===== config.mk =====
export PLATFORM = sky130hd
export DESIGN_NAME = pb_event_scheduler
export DESIGN_NICKNAME = d
export VERILOG_FILES = /design/src/rtl/pb_evt_pkg.sv /design/src/rtl/pb_evt_fifo.sv /design/src/rtl/pb_event_scheduler.sv
export SDC_FILE = /design/constraint.sdc
export NUM_CORES = 1
export LEC_CHECK = 0
export ABC_CLOCK_PERIOD_IN_PS = 5300
export BUFFER_PORTS_ARGS = -buffer_cell sky130_fd_sc_hd__buf_2
export CAP_MARGIN = 25
export CELL_PAD_IN_SITES_DETAIL_PLACEMENT = 0
export CELL_PAD_IN_SITES_GLOBAL_PLACEMENT = 1
export CORE_UTILIZATION = 24
export CTS_CLUSTER_DIAMETER = 80
export DETAILED_ROUTE_END_ITERATION = 8
export GPL_TIMING_DRIVEN = 0
export PLACE_DENSITY = 0.41
export SKIP_CTS_REPAIR_TIMING = 1
export SYNTH_ARGS = -nofsm -noshare
export SYNTH_HDL_FRONTEND = slang
export SYNTH_SLANG_ARGS = --single-unit

===== constraint.sdc =====
create_clock -name clk -period 5.3 [get_ports clk]
set_input_delay 0 -clock clk [delete_from_list [all_inputs] [get_ports clk]]
set_output_delay 0 -clock clk [all_outputs]
set_load 0.02 [all_outputs]

===== src/rtl/pb_evt_pkg.sv =====
// Shared types for the button event scheduler: event kinds and their field width.
package pb_evt_pkg;

  localparam int KIND_W = 2;

  // Encoding doubles as the index of the pending bit within a button's group.
  typedef enum logic [KIND_W-1:0] {
    EVT_PRESS   = 2'd0,
    EVT_LONG    = 2'd1,
    EVT_RELEASE = 2'd2
  } evt_kind_t;

endpackage


===== src/rtl/pb_evt_fifo.sv =====
// Show-ahead synchronous FIFO: dout always presents the head entry while not empty.
module pb_evt_fifo #(
  parameter int WIDTH = 8,
  parameter int DEPTH = 4
) (
  input  logic                       clk,
  input  logic                       rst,
  input  logic                       push,
  input  logic                       pop,
  input  logic [WIDTH-1:0]           din,
  output logic [WIDTH-1:0]           dout,
  output logic                       full,
  output logic                       empty,
  output logic [$clog2(DEPTH+1)-1:0] count
);

  localparam int PTR_W = $clog2(DEPTH);
  localparam int CNT_W = $clog2(DEPTH+1);

  logic [WIDTH-1:0] mem_q [DEPTH];
  logic [PTR_W-1:0] wr_ptr_q, rd_ptr_q;
  logic [CNT_W-1:0] count_q, count_d;
  logic             do_push, do_pop;

  assign empty   = (count_q == '0);
  assign full    = (count_q == CNT_W'(DEPTH));
  assign count   = count_q;
  assign dout    = mem_q[rd_ptr_q];
  assign do_pop  = pop && !empty;
  // A push into a full FIFO is accepted only when the head leaves in the same cycle.
  assign do_push = push && (!full || do_pop);

  always_comb begin
    count_d = count_q;
    case ({do_push, do_pop})
      2'b10:   count_d = count_q + 1'b1;
      2'b01:   count_d = count_q - 1'b1;
      default: count_d = count_q;
    endcase
  end

  always_ff @(posedge clk or posedge rst) begin
    if (rst) begin
      wr_ptr_q <= '0;
      rd_ptr_q <= '0;
      count_q  <= '0;
      for (int i = 0; i < DEPTH; i++) mem_q[i] <= '0;
    end else begin
      if (do_push) begin
        mem_q[wr_ptr_q] <= din;
        wr_ptr_q        <= wr_ptr_q + 1'b1;
      end
      if (do_pop) rd_ptr_q <= rd_ptr_q + 1'b1;
      count_q <= count_d;
    end
  end

endmodule


===== src/rtl/pb_event_scheduler.sv =====
// Gathers press/long/release events from N_BTN debouncers, arbitrates them
// round-robin into a small FIFO and hands them out over valid/ready.
module pb_event_scheduler
  import pb_evt_pkg::*;
#(
  parameter int N_BTN      = 4,
  parameter int LONG_PRESS = 50000000,
  parameter int FIFO_DEPTH = 4
) (
  input  logic                     clk,
  input  logic                     rst,
  input  logic [N_BTN-1:0]         pressed_pulse,
  input  logic [N_BTN-1:0]         released_pulse,
  input  logic [N_BTN-1:0]         pressed_status,
  output logic                     evt_valid,
  input  logic                     evt_ready,
  output logic [$clog2(N_BTN)-1:0] evt_btn,
  output logic [KIND_W-1:0]        evt_kind,
  output logic                     overflow,
  input  logic                     overflow_clr
);

  localparam int BTN_W  = $clog2(N_BTN);
  localparam int CNT_W  = $clog2(LONG_PRESS+1);
  localparam int FCNT_W = $clog2(FIFO_DEPTH+1);

  typedef struct packed {
    logic [BTN_W-1:0] btn;
    evt_kind_t        kind;
  } evt_t;

  localparam int EVT_W = $bits(evt_t);

  logic [N_BTN-1:0][2:0] trig, pend_q, pend_d, gnt;
  logic [BTN_W-1:0]      rr_q, rr_d, win, cand;
  evt_kind_t             kind_sel;
  logic                  found, grant, coalesce, pop, can_push;
  logic                  overflow_q, overflow_d;
  logic                  fifo_full, fifo_empty;
  logic [FCNT_W-1:0]     fifo_count;
  evt_t                  push_evt, head_evt;

  generate
    for (genvar gi = 0; gi < N_BTN; gi++) begin : g_btn
      logic [CNT_W-1:0] cnt_q, cnt_d;
      logic             long_trig;

      always_comb begin
        cnt_d = '0;
        if (pressed_status[gi])
          cnt_d = (cnt_q == CNT_W'(LONG_PRESS)) ? cnt_q : cnt_q + 1'b1;
      end

      always_ff @(posedge clk or posedge rst) begin
        if (rst) cnt_q <= '0;
        else     cnt_q <= cnt_d;
      end

      // Saturation at LONG_PRESS keeps this to a single firing per hold.
      assign long_trig = pressed_status[gi] && (cnt_q == CNT_W'(LONG_PRESS-1));
      assign trig[gi]  = {released_pulse[gi], long_trig, pressed_pulse[gi]};
    end
  endgenerate

  assign pop      = evt_valid && evt_ready;
  assign can_push = (fifo_count < FCNT_W'(FIFO_DEPTH)) || (fifo_full && pop);

  always_comb begin
    found    = 1'b0;
    win      = '0;
    cand     = '0;
    kind_sel = EVT_PRESS;
    gnt      = '0;
    for (int i = 0; i < N_BTN; i++) begin
      cand = BTN_W'((int'(rr_q) + i) % N_BTN);
      if (!found && (|pend_q[cand])) begin
        found = 1'b1;
        win   = cand;
      end
    end
    if (pend_q[win][0])      kind_sel = EVT_PRESS;
    else if (pend_q[win][1]) kind_sel = EVT_LONG;
    else                     kind_sel = EVT_RELEASE;
    grant = found && can_push;
    gnt[win][kind_sel] = grant;
  end

  // A trigger landing on its own grant re-arms the bit rather than coalescing.
  assign pend_d     = (pend_q & ~gnt) | trig;
  assign coalesce   = |(trig & pend_q & ~gnt);
  assign rr_d       = !grant ? rr_q : (win == BTN_W'(N_BTN-1)) ? '0 : win + 1'b1;
  assign overflow_d = coalesce ? 1'b1 : (overflow_clr ? 1'b0 : overflow_q);

  always_ff @(posedge clk or posedge rst) begin
    if (rst) begin
      pend_q     <= '0;
      rr_q       <= '0;
      overflow_q <= 1'b0;
    end else begin
      pend_q     <= pend_d;
      rr_q       <= rr_d;
      overflow_q <= overflow_d;
    end
  end

  assign push_evt = '{btn: win, kind: kind_sel};

  pb_evt_fifo #(
    .WIDTH (EVT_W),
    .DEPTH (FIFO_DEPTH)
  ) u_fifo (
    .clk   (clk),
    .rst   (rst),
    .push  (grant),
    .pop   (pop),
    .din   (push_evt),
    .dout  (head_evt),
    .full  (fifo_full),
    .empty (fifo_empty),
    .count (fifo_count)
  );

  assign evt_valid = !fifo_empty;
  assign evt_btn   = head_evt.btn;
  assign evt_kind  = head_evt.kind;
  assign overflow  = overflow_q;

endmodule


==> flow_summary.yaml <==
outcome:
  status: "finished, final reports clean"
yosys:
  synth_area_mm2: 0.007639
  synthArstFlopShare_pct: 100.0
  ys_types: 73
  yosysSeqAreaShare_pct: 46.52
  synthCells: 755
  syn-num-nets: 789
  synth_flop_cell: "dfrtp_1"
  ys_ff_latch: 142
  synth-edff-count: 0
  ys_warn_count: 0
  synth_area_per_cell_um2: 10.12
floorplanning:
  initial_utilization_pct: 24.65
  dieArea_mm2: 0.03254
  die_w_um: 180.4
  core_area_mm2: 0.03099
  dieHeight_um: 180.4
  io_pins: 22
  num_rows: 64
finish:
  fin_area_mm2: 0.009021
  layout-drive-gt1-share_pct: 11.30
  final_common_cell: "dfrtp_1"
  nets: 844
  num_antenna_cells: 0
  final_util_pct: 29.11
  nFillCells: 3225
  syn_to_final_growth_pct: 18.10
  final_cell_mix: "142 x dfrtp_1, 84 x and2_1, 73 x xnor2_1, 71 x nand2_1, 46 x nand3_1"
power:
  intPower_mw: 2.303
  p_sw_mw: 1.049
  p_seq_share_pct: 38.7
  peakVddDrop_mv: 0.2284
  power_frac_comb_pct: 23.7
  pwr-share-clk_pct: 37.6
  leakagePower_nw: 3.799
  powerDensity_mw_per_mm2: 371.5
  swShare_pct: 31.29
clock_tree:
  root_buffer: "clkbuf_16"
  path_clk_slew_ns: 0.06
  cts_tree: "done"
  cts_made_buffers: 17
  clk_path_buf_depth: 2
  clock_sinks: 142
  htree_levels: 4
  clock_latency_ns: 0.43
sta:
  worst_slew_pin_slew_ns: 0.8300
  grt_setup_unrepaired: "false"
  slew_headroom_pct: 44.67
  post-route-min-period_ns: 2.965
  maxSlewViolCount: 0
  tns_ns: 0
  hold_violations: 0
  fmax_ghz: 0.3373
  period_share_pct: 55.94
  finalWorstSetupSlack_ns: 2.335
  setup_viol: 0
  whs_ns: 0.09123
  skew_ns: 0.008722
global_routing:
  antenna_found_initial: 0
  grt_usage_pct: 11.53
  overflow: 0
  grt_pass1_vias: 5676
  grt_pass1_wl_mm: 29.61
  grt_max_degree: 85
routing:
  drtIter0Drc: 295
  vias: 5429
  dr.pass1.iters: 5
  vias_per_cell: 4.454
  postRouteWirelength_mm: 17.38
  drc_errors: 0
  drtAntennaViolNets: 0
  wl_per_cell_um: 14.25
setup_path:
  path_class: "reg2reg"
  endpoint_kind: "flip-flop"
  arrival_ns: 3.32
  crit_fanout: 10
  cp.required_ns: 5.65
  r2r_cells: 11
  critPathLaunchType: "flip-flop"
placed_design:
  place_ws_ns: 2.331
  place_hpwl_mm: 12.27
  portBuffers: 21
  dpl_cell_area_mm2: 0.008272
  gp_congestion: 0.7292
hold_path:
  hold_class: "in2reg"
  hold_depth: 5
job:
  drv_cap: 0
==> routing by layer <==
| layer | vias to the layer above | global-route usage (%) | routed length (um) |
|---|---|---|---|
| met5 | - | 0 | 0 |
| met3 | 11 | 2.951 | 486 |
| met4 | 0 | 3.966 | 197 |
| met2 | 61 | 18.42 | 8028 |
| met1 | 2638 | 15.08 | 8664 |
| li1 | 2719 | - | - |
==> layout make-up <==
| cell class | count | area (um2) | area share [%] |
|---|---|---|---|
| plain buffers | 17 | 90.09 | 0.9986 |
| clock buffers | 21 | 470.5 | 5.215 |
| clock inverters | 11 | 138.9 | 1.540 |
| inverters | 30 | 118.9 | 1.318 |
| multi-input cells | 566 | 3881 | 43.02 |
| flip-flops and latches | 142 | 3553 | 39.39 |
| well taps | 396 | 495.5 | 5.492 |
| repair buffers | 36 | 272.8 | 3.024 |
==> synth_stat cells, drive strengths merged, types with 5 or more instances <==
master | instances | share of area (%)
nor3 | 23 | 1.6
nand2b | 8 | 0.66
nor2b | 10 | 0.82
nand4 | 20 | 1.7
and3 | 14 | 1.2
nand3 | 46 | 3.0
o21ai | 37 | 2.4
ha | 17 | 2.8
and2 | 84 | 6.9
or3 | 17 | 1.5
a21boi | 12 | 1.2
dfrtp | 142 | 47
xnor2 | 73 | 8.4
and4 | 6 | 0.72
nor4 | 5 | 0.49
inv | 29 | 1.4
o211ai | 9 | 1.0
nor2 | 26 | 1.3
o21a | 5 | 0.51
xor2 | 18 | 2.1
clkbuf | 14 | 0.82
nand2 | 71 | 3.5
mux2 | 5 | 0.74
or2 | 6 | 0.49
==> worst max-delay path: stages, from the launching register on <==
cell	delay, ns
dfrtp_1	0.43
or3_4	0.44
nor2_1	0.18
a32oi_1	0.33
clkbuf_1	0.35
inv_1	0.12
ha_1	0.18
inv_1	0.06
fa_1	0.37
xor2_1	0.15
nor2_1	0.11
xor2_1	0.15
==> kinds of logic after synthesis <==
logic type / count (synthesis) / share of synthesized area, %
mux: 13 / 2.441
xor+xnor: 91 / 10.43
buf+inv: 47 / 2.670
compound gates: 89 / 8.780
simple gates: 355 / 26.11
flops: 142 / 46.52
fa+ha+maj: 18 / 3.047
==> state kept, by name, indices dropped and copies added, names as in the netlist <==
| signal | count |
|---|---|
| u_fifo.wr_ptr_q | 2 |
| rr_q | 2 |
| g_btn.cnt_q | 104 |
| overflow | 1 |
| u_fifo.count | 3 |
| u_fifo.rd_ptr_q | 2 |
| pend_q | 12 |
| u_fifo.mem_q | 16 |
==> power groups by stage <==
| stage | clock network (mW) | logic (mW) | registers (mW) |
|---|---|---|---|
| after floorplan | 0 | 0.605 | 1.29 |
| after global placement | 0 | 0.790 | 1.31 |
| after global routing | 1.36 | 0.902 | 1.31 |
| after detailed placement | 0 | 0.808 | 1.32 |
| final | 1.26 | 0.794 | 1.30 |
| after CTS | 1.31 | 0.811 | 1.30 |
==> worst paths after layout <==
check | start | endpoint | slack, ns
max | pend_q[1] | u_fifo.count[2] | 2.34
min | overflow_clr | overflow | 0.09
max reg2reg | pend_q[1] | u_fifo.count[2] | 2.34
min reg2reg | u_fifo.mem_q[9] | u_fifo.mem_q[9] | 0.48
max in group asynchronous | rst | g_btn[3].cnt_q[5] | 4.28
min in group asynchronous | rst | g_btn[1].cnt_q[25] | 0.19
==> stage by stage <==
stage                     total power [mW]  cells
after floorplan                      1.892    755
final                                3.351   1219
after global placement               2.102   1172
after global routing                 3.576   1219
after detailed placement             2.126   1173
after CTS                            3.425   1205
(Power assumes the default switching activity.)
